File: config.mk
export PLATFORM = sky130hd
export DESIGN_NAME = tea_decipher
export DESIGN_NICKNAME = d
export VERILOG_FILES = /design/src/rtl/tea_decipher.sv
export SDC_FILE = /design/constraint.sdc
export NUM_CORES = 1
export LEC_CHECK = 0
export BUFFER_PORTS_ARGS = -buffer_cell sky130_fd_sc_hd__buf_2
export CAP_MARGIN = 15
export CORE_MARGIN = 2
export CORE_UTILIZATION = 56
export CTS_BUF_LIST = sky130_fd_sc_hd__clkbuf_8
export DETAILED_ROUTE_END_ITERATION = 10
export GPL_TIMING_DRIVEN = 0
export PLACE_DENSITY_LB_ADDON = 0.08
export SLEW_MARGIN = 20
export SYNTH_ARGS = -nofsm -noshare
export SYNTH_HDL_FRONTEND = slang
export SYNTH_SLANG_ARGS = --single-unit
File: constraint.sdc
create_clock -name clk -period 9 [get_ports clk]
set_clock_uncertainty 0.15 [all_clocks]
set_input_delay 2.7 -clock clk [delete_from_list [all_inputs] [get_ports clk]]
set_output_delay 2.7 -clock clk [all_outputs]
set_load 0.005 [all_outputs]
File: src/rtl/tea_decipher.sv
// Iterative TEA decryption core: one full Feistel round per clock, ROUNDS cycles per block.
// Ciphertext and key are captured on an in_valid/in_ready handshake; plaintext is held on out_valid/out_ready.
module tea_decipher #(
  parameter int unsigned               WORD_SIZE = 32,
  parameter logic [WORD_SIZE-1:0]      DELTA     = 32'h9E3779B9,
  parameter int unsigned               ROUNDS    = 32
) (
  input  logic                 clk,
  input  logic                 rst_n,
  input  logic                 in_valid,
  output logic                 in_ready,
  input  logic [WORD_SIZE-1:0] c0,
  input  logic [WORD_SIZE-1:0] c1,
  input  logic [WORD_SIZE-1:0] k0,
  input  logic [WORD_SIZE-1:0] k1,
  input  logic [WORD_SIZE-1:0] k2,
  input  logic [WORD_SIZE-1:0] k3,
  output logic                 out_valid,
  input  logic                 out_ready,
  output logic [WORD_SIZE-1:0] p0,
  output logic [WORD_SIZE-1:0] p1,
  output logic                 busy
);

  localparam int unsigned CNT_W = (ROUNDS > 1) ? $clog2(ROUNDS) : 1;
  localparam logic [CNT_W-1:0] CNT_INIT = CNT_W'(ROUNDS - 1);
  localparam logic [2*WORD_SIZE-1:0] SUM_PROD =
    (2*WORD_SIZE)'(DELTA) * (2*WORD_SIZE)'(ROUNDS);
  localparam logic [WORD_SIZE-1:0] SUM_INIT = SUM_PROD[WORD_SIZE-1:0];

  typedef enum logic [1:0] {
    IDLE = 2'd0,
    RUN  = 2'd1,
    DONE = 2'd2
  } state_t;

  state_t                 state_q, state_d;
  logic [WORD_SIZE-1:0]   y_q, y_d, z_q, z_d, sum_q, sum_d;
  logic [WORD_SIZE-1:0]   p0_q, p0_d, p1_q, p1_d;
  logic [CNT_W-1:0]       cnt_q, cnt_d;
  logic [WORD_SIZE-1:0]   k0_q, k1_q, k2_q, k3_q;
  logic [WORD_SIZE-1:0]   z_rnd, y_rnd;
  logic                   capture;

  function automatic logic [WORD_SIZE-1:0] tea_mix(
    input logic [WORD_SIZE-1:0] v,
    input logic [WORD_SIZE-1:0] ka,
    input logic [WORD_SIZE-1:0] kb,
    input logic [WORD_SIZE-1:0] s
  );
    return ((v << 4) + ka) ^ (v + s) ^ ((v >> 5) + kb);
  endfunction

  // The y half uses the freshly updated z of the same round.
  assign z_rnd = z_q - tea_mix(y_q, k2_q, k3_q, sum_q);
  assign y_rnd = y_q - tea_mix(z_rnd, k0_q, k1_q, sum_q);

  assign capture   = (state_q == IDLE) && in_valid;
  assign in_ready  = (state_q == IDLE);
  assign busy      = (state_q == RUN);
  assign out_valid = (state_q == DONE);
  assign p0        = p0_q;
  assign p1        = p1_q;

  always_comb begin
    state_d = state_q;
    y_d     = y_q;
    z_d     = z_q;
    sum_d   = sum_q;
    cnt_d   = cnt_q;
    p0_d    = p0_q;
    p1_d    = p1_q;
    case (state_q)
      IDLE: begin
        if (in_valid) begin
          y_d     = c0;
          z_d     = c1;
          sum_d   = SUM_INIT;
          cnt_d   = CNT_INIT;
          state_d = RUN;
        end
      end
      RUN: begin
        y_d   = y_rnd;
        z_d   = z_rnd;
        sum_d = sum_q - DELTA;
        cnt_d = cnt_q - 1'b1;
        if (cnt_q == '0) begin
          cnt_d   = cnt_q;
          p0_d    = y_rnd;
          p1_d    = z_rnd;
          state_d = DONE;
        end
      end
      DONE: begin
        if (out_ready) state_d = IDLE;
      end
      default: state_d = IDLE;
    endcase
  end

  always_ff @(posedge clk or negedge rst_n) begin
    if (!rst_n) begin
      state_q <= IDLE;
      y_q     <= '0;
      z_q     <= '0;
      sum_q   <= '0;
      cnt_q   <= '0;
      p0_q    <= '0;
      p1_q    <= '0;
    end else begin
      state_q <= state_d;
      y_q     <= y_d;
      z_q     <= z_d;
      sum_q   <= sum_d;
      cnt_q   <= cnt_d;
      p0_q    <= p0_d;
      p1_q    <= p1_d;
    end
  end

  // Key words are only meaningful after a capture, so they carry no reset.
  always_ff @(posedge clk) begin
    if (capture) begin
      k0_q <= k0;
      k1_q <= k1;
      k2_q <= k2;
      k3_q <= k3;
    end
  end

endmodule

==> metrics, run 1 <==
FF+latch count, synth just under 300; R2R Path End p0[31]$_DFFE_PN0P_; Placer Congestion roughly 0.95; H-tree levels 2; vias in the first global route ~20,000; final WL around 76,000 um; Final setup viols 9; deepest clock path buffer count 3; hpwl dp around 58,000 um; GRT met1 Usage roughly 50%; Hold Fails Final Rpt 0; status finished, violations left; wire per inst around 23 um; Hold Path Depth 2; core area 0.0396 sq mm; Synth top area share between 10% and 20%; RSZ-0062 raised after global routing true; max-cap viol count 0; Ports ~260; GR met3 Demand/Resource 5.63%; fin area between 0.02 and 0.03 sq mm; post-layout util 69.8%; R2R Path Start k3_q[1]$_DFFE_PP_; clock latency on the worst-skew pair around 650 ps; count leader, synth xnor2_1; worst slack, placed -2440 ps; ANT nets after route 0; Synth Cell Area approximately 0.022 sq mm; number of synthesized flops with an enable pin 128; Syn Inst Count ~2,300; first-pass iteration count of the detailed router 7; DR vias/cell 6.13; CP endpoint kind register; die height 204 um; CTS tree done; WP data arrival 10,200 ps; fin crit share 110%; HP Class reg2reg; worst endpoint required time roughly 9300 ps; clock sink count 295; layout cells sized above 1 between 20% and 30%; synthesized area per cell a little under 10 sq um; Starting DRT DRC Count ~1,600; reg2reg setup slack -860 ps; Least-Margin Pin Slew about 1000 ps; Setup CP Type reg2reg; Top FF cell, synth dfrtp_1; Post-Synthesis Net Count roughly 2,800; min-delay src p0[20]$_DFFE_PN0P_; CP peak stage delay around 470 ps; Via Count about 20,000; Max Slew Vio Count 0; critical path fanouts, max 3; top post-synthesis cells by area dfrtp_1 19%, edfxtp_1 17%, ha_1 14%, xnor2_1 12%, a21o_1 4.4%; cts bufs inserted 52; Area growth syn-to-layout 23.0%; die area 0.0418 sq mm; slew margin rel. around a third; Clock transition at path regs 60 ps; CTS Hold Bufs 0; Yosys top cell by area dfrtp_1; first-pass GRT wire length roughly 110,000 um; Most common cell on crit path a21o_1; Seq/Total Area, Yosys 35.7%; Max Freq between 100 and 150 MHz; warning count from the yosys run 0; Slowest cell on crit path or4b_1; Worst Slack Setup Final -863 ps; nets between 3,000 and 4,000; GRT Total Usage between 30% and 40%; CTS Root Cell clkbuf_8; CP Launch Type register; Hold EP p0[20]$_DFFE_PN0P_; Most Crowded Layer GR met2; M2 GR Usage 56.6%; Tmin final between 9000 and 10,000 ps; Filler Cell Count 3,098; GR Overflow Total 0; R2R cell count 44; failing checks setup timing; initial antenna violation count 1; dpl cell area 0.0247 sq mm; DRC violations left 0; row cnt 73; largest net degree at the start of global routing 96; Post-synth top cells 298 x xnor2_1, 243 x ha_1, 186 x a21oi_1; Yosys cell types 79; asr flop ratio synth 56.6%; initial core utilization between 50% and 60%; port buffer count between 200 and 300; die width a little over 200 um
## repair_timing
| item | in CTS | in global routing |
|---|---|---|
| setup buffers | 57 | 29 |
| pin swaps | 61 | 71 |
| endpoints found under the setup margin | 34 | 25 |
| resized for setup | 115 | 112 |
## critical path, delay by kind of cell (launching register included)
kind | cells | cell delay, ps
xor+xnor | 6 | 1170
simple gates | 8 | 1470
compound gates | 25 | 5200
fa+ha+maj | 4 | 1090
flops | 1 | 450
buf+inv | 1 | 160
## how the worst max path moves through the flow
stage                               from                 end  slack, ps
detailed placement  sum_q[0]$_DFFE_PN0P_  p0[31]$_DFFE_PN0P_      -2440
CTS                    k3_q[1]$_DFFE_PP_  p0[31]$_DFFE_PN0P_       -740
finish                 k3_q[1]$_DFFE_PP_  p0[31]$_DFFE_PN0P_       -860
global placement    sum_q[0]$_DFFE_PN0P_  p0[31]$_DFFE_PN0P_      -2360
global route           k3_q[1]$_DFFE_PP_  p0[31]$_DFFE_PN0P_      -1160
floorplan             y_q[5]$_DFFE_PN0P_  p0[31]$_DFFE_PN0P_        -40
## state kept, by name (all words and copies together), names as in the netlist
register / cells
cnt_q: 5
k0_q: 32
k1_q: 32
k2_q: 32
k3_q: 32
p0: 32
p1: 32
state_q: 2
sum_q: 32
y_q: 32
z_q: 32
## cells by family (layout without fill, tap and decap cells)
group | after synthesis | in the layout | share of synthesized area (%)
compound gates | 762 | 762 | 22.0
simple gates | 478 | 478 | 10.0
xor+xnor | 363 | 363 | 14.3
flops | 295 | 295 | 35.7
fa+ha+maj | 251 | 251 | 14.2
buf+inv | 137 | 579 | 2.32
mux | 30 | 30 | 1.47
other cells | 0 | 1 | 0
## metrics by stage
step           setup TNS, ps  instances  hold WS [ps]
5_1_grt                -5220       3283           365
2_1_floorplan          -84.2       2316           316
4_1_cts                -1620       3256           327
6_report               -2580       3284           324
3_3_place_gp          -41780       3103           312
3_5_place_dp          -26750       3106           315
## metal layers
layer	wire length [um]	share of wire, %	up-vias
li1	-	-	9340
met1	32300	43	9714
met2	34100	45	897
met3	6660	8.8	170
met4	2700	3.6	0
met5	0	0	-
## cell usage in the layout (no fill, tap or decap), types with 55 or more instances in the layout
master,n
o21ai_0,142
buf_4,79
nand2_1,178
a22oi_1,55
inv_1,91
dfrtp_1,146
nor2_1,87
a21oi_1,154
buf_2,261
clkbuf_8,60
ha_1,206
a21o_1,131
edfxtp_1,128
xnor2_1,263
## final cells by class
| type | instances | area (sq um) | share of cell area (%) |
|---|---|---|---|
| sequential | 295 | 8050 | 29.1 |
| buffer | 45 | 180 | 0.651 |
| clock inverter | 34 | 236 | 0.855 |
| clock buffer | 60 | 826 | 2.99 |
| antenna | 1 | 2.50 | 0.00905 |
| tap | 525 | 657 | 2.37 |
| timing repair buffer | 351 | 2080 | 7.51 |
| inverter | 89 | 344 | 1.24 |
| multi-input combinational | 1884 | 15300 | 55.3 |
Power of run 1 is left out: the tool's default activity adds up to more than one toggle a clock period on the data nets, which glitch-free logic cannot reach.
==> run 2: changes to the inputs <==
- ABC_AREA: not set -> 0
- REMOVE_ABC_BUFFERS: not set -> 1
==> run 2 against run 1 <==
Compared with the run above:
- the flow still finishes with violations (setup timing)
- critical path depth unchanged
- via count decreased by 1.6%
- global-route usage decreased by 3.0 points
- final area decreased by 0.38%
==> metrics, run 2 (synthesis gave the netlist of run 1 again) <==
most frequent cells in the layout 270 x xnor2_1, 261 x buf_2, 209 x ha_1; final non-filler cell total 3,266 (-0.55%); final WL 70,600 um (-6.9%); GR Overflow Total 0 (unchanged); Slowest cell on crit path or4b_1; clock latency on the worst-skew pair 660 ps (about the same); status finished, violations left; critical path fanouts, max 3 (unchanged); Most common cell on crit path a21o_1; Ports 263 (unchanged); die height 204 um (unchanged); ANT nets after route 0 (unchanged); Clock transition at path regs 60 ps (about the same); placed cell count 3,062 (-1.4%); port buffer count 262 (unchanged); Filler Cell Count 3,072 (-0.84%); wire per inst 21.6 um (-6.4%); setup total negative slack -3080 ps (-497 ps); deepest clock path buffer count 3 (unchanged); Placer Congestion 0.904 (-4.8%); Max Freq 103 MHz (+1.3%); clock sink count 295 (unchanged); CP endpoint kind register; DRC violations left 0 (unchanged); hpwl dp 51,900 um (-11%); HP Class reg2reg; initial antenna violation count 0 (-1); Via Count 19,791 (-1.6%); max-cap viol count 0 (unchanged); CTS Hold Bufs 0 (unchanged); nets 3,146 (-0.60%); initial core utilization 56.7% (unchanged); Max Slew Vio Count 0 (unchanged); row cnt 73 (unchanged); largest net degree at the start of global routing 116 (+21%); die width 204 um (unchanged); Starting DRT DRC Count 1,500 (-7.1%); n_diodes 0 (-1); Area growth syn-to-layout 22.6%; cts bufs inserted 51 (-1.9%); CTS tree done; Tmin final 9740 ps (-126 ps); core area 0.0396 sq mm (unchanged); failing checks setup timing; CP peak stage delay 460 ps (about the same); CTS Root Cell clkbuf_8; die area 0.0418 sq mm (unchanged); DR vias/cell 6.06 (-1.1%); GRT Total Usage 32.9% (-3.0 points); Final setup viols 10 (+1); Worst Slack Setup Final -737 ps (+126 ps); H-tree levels 2 (unchanged); worst endpoint required time 9380 ps (+40 ps); vias in the first global route 19,005 (-3.3%); fin crit share 108% (-1.4 points); Setup CP Type reg2reg; WP data arrival 10,110 ps (-90 ps); CP Launch Type register; Least-Margin Pin Slew 1080 ps (+53.3 ps); slew margin rel. 27.9% (-3.5 points); layout cells sized above 1 24.7% (+0.77 points); Hold Fails Final Rpt 0 (unchanged); first-pass iteration count of the detailed router 5 (-2); post-layout util 69.5% (-0.27 points); first-pass GRT wire length 106,000 um (-6.4%); RSZ-0062 raised after global routing true; most common cell after layout, fill and taps aside xnor2_1
run 2: what timing repair did:
item                       4_1_cts  5_1_grt
gates resized for setup        112      141
setup endpoints to repair       27       38
gates cloned                     0        0
setup buffers                   52       57
pin swaps                       71      102
run 2: worst max-delay path: cells and delay by family (launching register included):
| family | cells | cell delay (ps) |
|---|---|---|
| flip-flops | 1 | 430 |
| AO/OA/AOI/OAI | 24 | 4750 |
| buffers and inverters | 1 | 130 |
| AND/OR/NAND/NOR | 6 | 1090 |
| XOR/XNOR | 8 | 1570 |
| adder cells (fa/ha/maj) | 5 | 1470 |
run 2: layout make-up:
| type | instances | area [sq um] | share of cell area, % |
|---|---|---|---|
| clock buffers | 57 | 785 | 2.85 |
| clock inverters | 38 | 173 | 0.627 |
| inverters | 89 | 352 | 1.28 |
| multi-input cells | 1884 | 15200 | 55.1 |
| flip-flops and latches | 295 | 8050 | 29.2 |
| well taps | 525 | 657 | 2.38 |
| repair buffers | 378 | 2350 | 8.55 |
run 2: metrics by stage:
step	hold slack (ps)	worst slack, ps	instance area (sq um)
final	320	-737	27600
after global routing	355	-1030	27600
after CTS	329	-645	26400
after detailed placement	315	-2690	24500
after global placement	306	-3060	24300
after floorplan	319	-845	22300
run 2: final timing paths:
path	startpoint	end	slack, ps	depth (start not counted)
max	y_q[5]$_DFFE_PN0P_	y_q[31]$_DFFE_PN0P_	-740	44
min	p0[4]$_DFFE_PN0P_	p0[4]$_DFFE_PN0P_	320	2
max reg2reg	y_q[5]$_DFFE_PN0P_	y_q[31]$_DFFE_PN0P_	-740	44
min reg2reg	p0[4]$_DFFE_PN0P_	p0[4]$_DFFE_PN0P_	320	2
max in group asynchronous	rst_n	p0[25]$_DFFE_PN0P_	5890	2
min in group asynchronous	rst_n	state_q[0]$_DFFE_PN0P_	1880	1
run 2: metal layers:
| metal | vias up | GRT usage (%) | wire (um) |
|---|---|---|---|
| met2 | 799 | 50.8 | 31400 |
| met3 | 128 | 5.47 | 5530 |
| met4 | 0 | 9.55 | 1950 |
| met5 | - | 0 | 0 |
| met1 | 9577 | 47.6 | 31700 |
| li1 | 9287 | - | - |
Power of run 2 is left out for the same reason.
==> run 3: changes to the inputs <==
- ABC_CLOCK_PERIOD_IN_PS: not set -> 9000
- CORE_UTILIZATION: 56 -> 55
==> run 3 against run 2 <==
Compared with the run above:
- the run still ends with setup timing left
- die area rose by 1.8%
- hold slack improved by 6.6 ps
- critical path depth did not move
- non-clock buffer count fell by 11
- sequential cell count did not move
- wire length fell by 0.74%
- first-iteration DRC count rose by 3.3%
- count of clock-buffer cells in the layout rose by 4
- global-route usage fell by 0.67 points
- via count fell by 1.3%
==> metrics, run 3 (synthesis gave the netlist of run 1 again) <==
status finished, violations left; failing checks setup timing; fin crit share 107% (-1.2 points); Clock transition at path regs 60 ps (about the same); clock latency on the worst-skew pair 650 ps (about the same); R2R cell count 44 (unchanged); dpl cell area 0.0245 sq mm (+0.15%); cts bufs inserted 50 (-2.0%); die width 206 um (+0.89%); layout cells sized above 1 25.1% (+0.37 points); fin area 0.0277 sq mm (+0.47%); vias in the first global route 18,731 (-1.4%); Max Freq 104 MHz (+1.1%); hpwl dp 52,900 um (+1.8%); hold_ws 327 ps (+6.57 ps); worst endpoint required time 9360 ps (-20 ps); port buffer count 262 (unchanged); Critical path origin y_q[5]$_DFFE_PN0P_; row cnt 74 (+1.4%); largest net degree at the start of global routing 114 (-1.7%); die height 206 um (+0.89%); slew margin rel. 27.6% (-0.39 points); HP Class reg2reg; wire per inst 21.5 um (-0.59%); Slowest cell on crit path or4b_1; Final setup viols 4 (-6); most frequent cells in the layout 263 x xnor2_1, 261 x buf_2, 203 x ha_1; first-pass GRT wire length 104,000 um (-1.1%); CTS Hold Bufs 0 (unchanged); DRC violations left 0 (unchanged); critical path fanouts, max 3 (unchanged); R2R Path Start y_q[5]$_DFFE_PN0P_; Register Area 0.00805 sq mm (about the same); Worst Slack Setup Final -629 ps (+108 ps); Critical Path End p0[31]$_DFFE_PN0P_; Starting DRT DRC Count 1,550 (+3.3%); CP Launch Type register; worst slack, placed -2900 ps (-212 ps); Via Count 19,527 (-1.3%); ANT nets after route 0 (unchanged); reg2reg setup slack -630 ps (+110 ps); GRT Total Usage 32.2% (-0.67 points); CP endpoint kind register; Hold Fails Final Rpt 0 (unchanged); Ports 263 (unchanged); max-cap viol count 0 (unchanged); Filler Cell Count 3,225 (+5.0%); CTS Root Cell clkbuf_8; clock sink count 295 (unchanged); nets 3,134 (-0.38%); DR vias/cell 5.99 (-1.2%); final WL 70,000 um (-0.74%); Tmin final 9630 ps (-108 ps); CP peak stage delay 460 ps (about the same); core area 0.0406 sq mm (+2.3%); Setup CP Type reg2reg; WP data arrival 9990 ps (-120 ps); RSZ-0062 raised after global routing true; first-pass iteration count of the detailed router 6 (+1); H-tree levels 2 (unchanged); most common cell after layout, fill and taps aside xnor2_1; GR Overflow Total 0 (unchanged); CTS tree done; R2R Path End p0[31]$_DFFE_PN0P_; Placer Congestion 0.930 (+2.9%); initial antenna violation count 1 (+1); Most common cell on crit path a21o_1; initial core utilization 55.4% (-1.3 points); deepest clock path buffer count 3 (unchanged); combined area of the multi-input logic cells 0.0153 sq mm (+0.80%); Max Slew Vio Count 0 (unchanged); Least-Margin Pin Slew 1080 ps (+5.78 ps); Area growth syn-to-layout 23.2%; die area 0.0425 sq mm (+1.8%)
==> run 3: repair_timing <==
item                                    4_1_cts  5_1_grt
setup buffers                                56       42
gates resized for setup                     116      147
pin swaps                                    71       81
endpoints found under the setup margin       30       33
==> run 3: critical path: cells and delay by family, from the launching register on <==
family	cells	cell delay, ps
compound gates	25	4860
fa+ha+maj	5	1370
xor+xnor	7	1320
simple gates	5	1080
flops	1	440
buf+inv	2	260
==> run 3: layer usage <==
metal  global-route usage [%]  vias up  routed length (um)  share of wire (%)
li1                         -     9260                   -                  -
met1                     47.0     9420               31800                 45
met2                     50.0      738               31200                 45
met3                     3.74      109                5180                7.4
met4                     10.4        0                1860                2.7
met5                        0        -                   0                  0
==> run 3: per-stage QoR <==
| stage | cells | util, % | TNS (ps) |
|---|---|---|---|
| final | 3261 | 68.3 | -1490 |
| after global routing | 3261 | 68.3 | -4020 |
| after CTS | 3219 | 65.5 | -1920 |
| after detailed placement | 3070 | 60.4 | -31490 |
| after global placement | 3062 | 59.8 | -220680 |
| after floorplan | 2268 | - | -2210 |
==> run 3: worst min-delay path by stage <==
stage,start,endpoint,slack [ps],cells past startpoint
3_3_place_gp,p0[7]$_DFFE_PN0P_,p0[7]$_DFFE_PN0P_,310,2
2_1_floorplan,z_q[11]$_DFFE_PN0P_,z_q[11]$_DFFE_PN0P_,320,2
5_1_grt,p0[24]$_DFFE_PN0P_,p0[24]$_DFFE_PN0P_,360,2
4_1_cts,p1[8]$_DFFE_PN0P_,p1[8]$_DFFE_PN0P_,330,2
3_5_place_dp,p1[8]$_DFFE_PN0P_,p1[8]$_DFFE_PN0P_,320,2
6_report,p1[8]$_DFFE_PN0P_,p1[8]$_DFFE_PN0P_,330,2
==> run 3: area by class of cell <==
class / count / area share [%]
multi-input cells: 1884 / 55.3
flip-flops and latches: 295 / 29.1
repair buffers: 367 / 8.18
clock buffers: 61 / 3.03
well taps: 532 / 2.40
inverters: 89 / 1.24
clock inverters: 32 / 0.759
diodes: 1 / 0.00904
Power of run 3 is left out for the same reason.
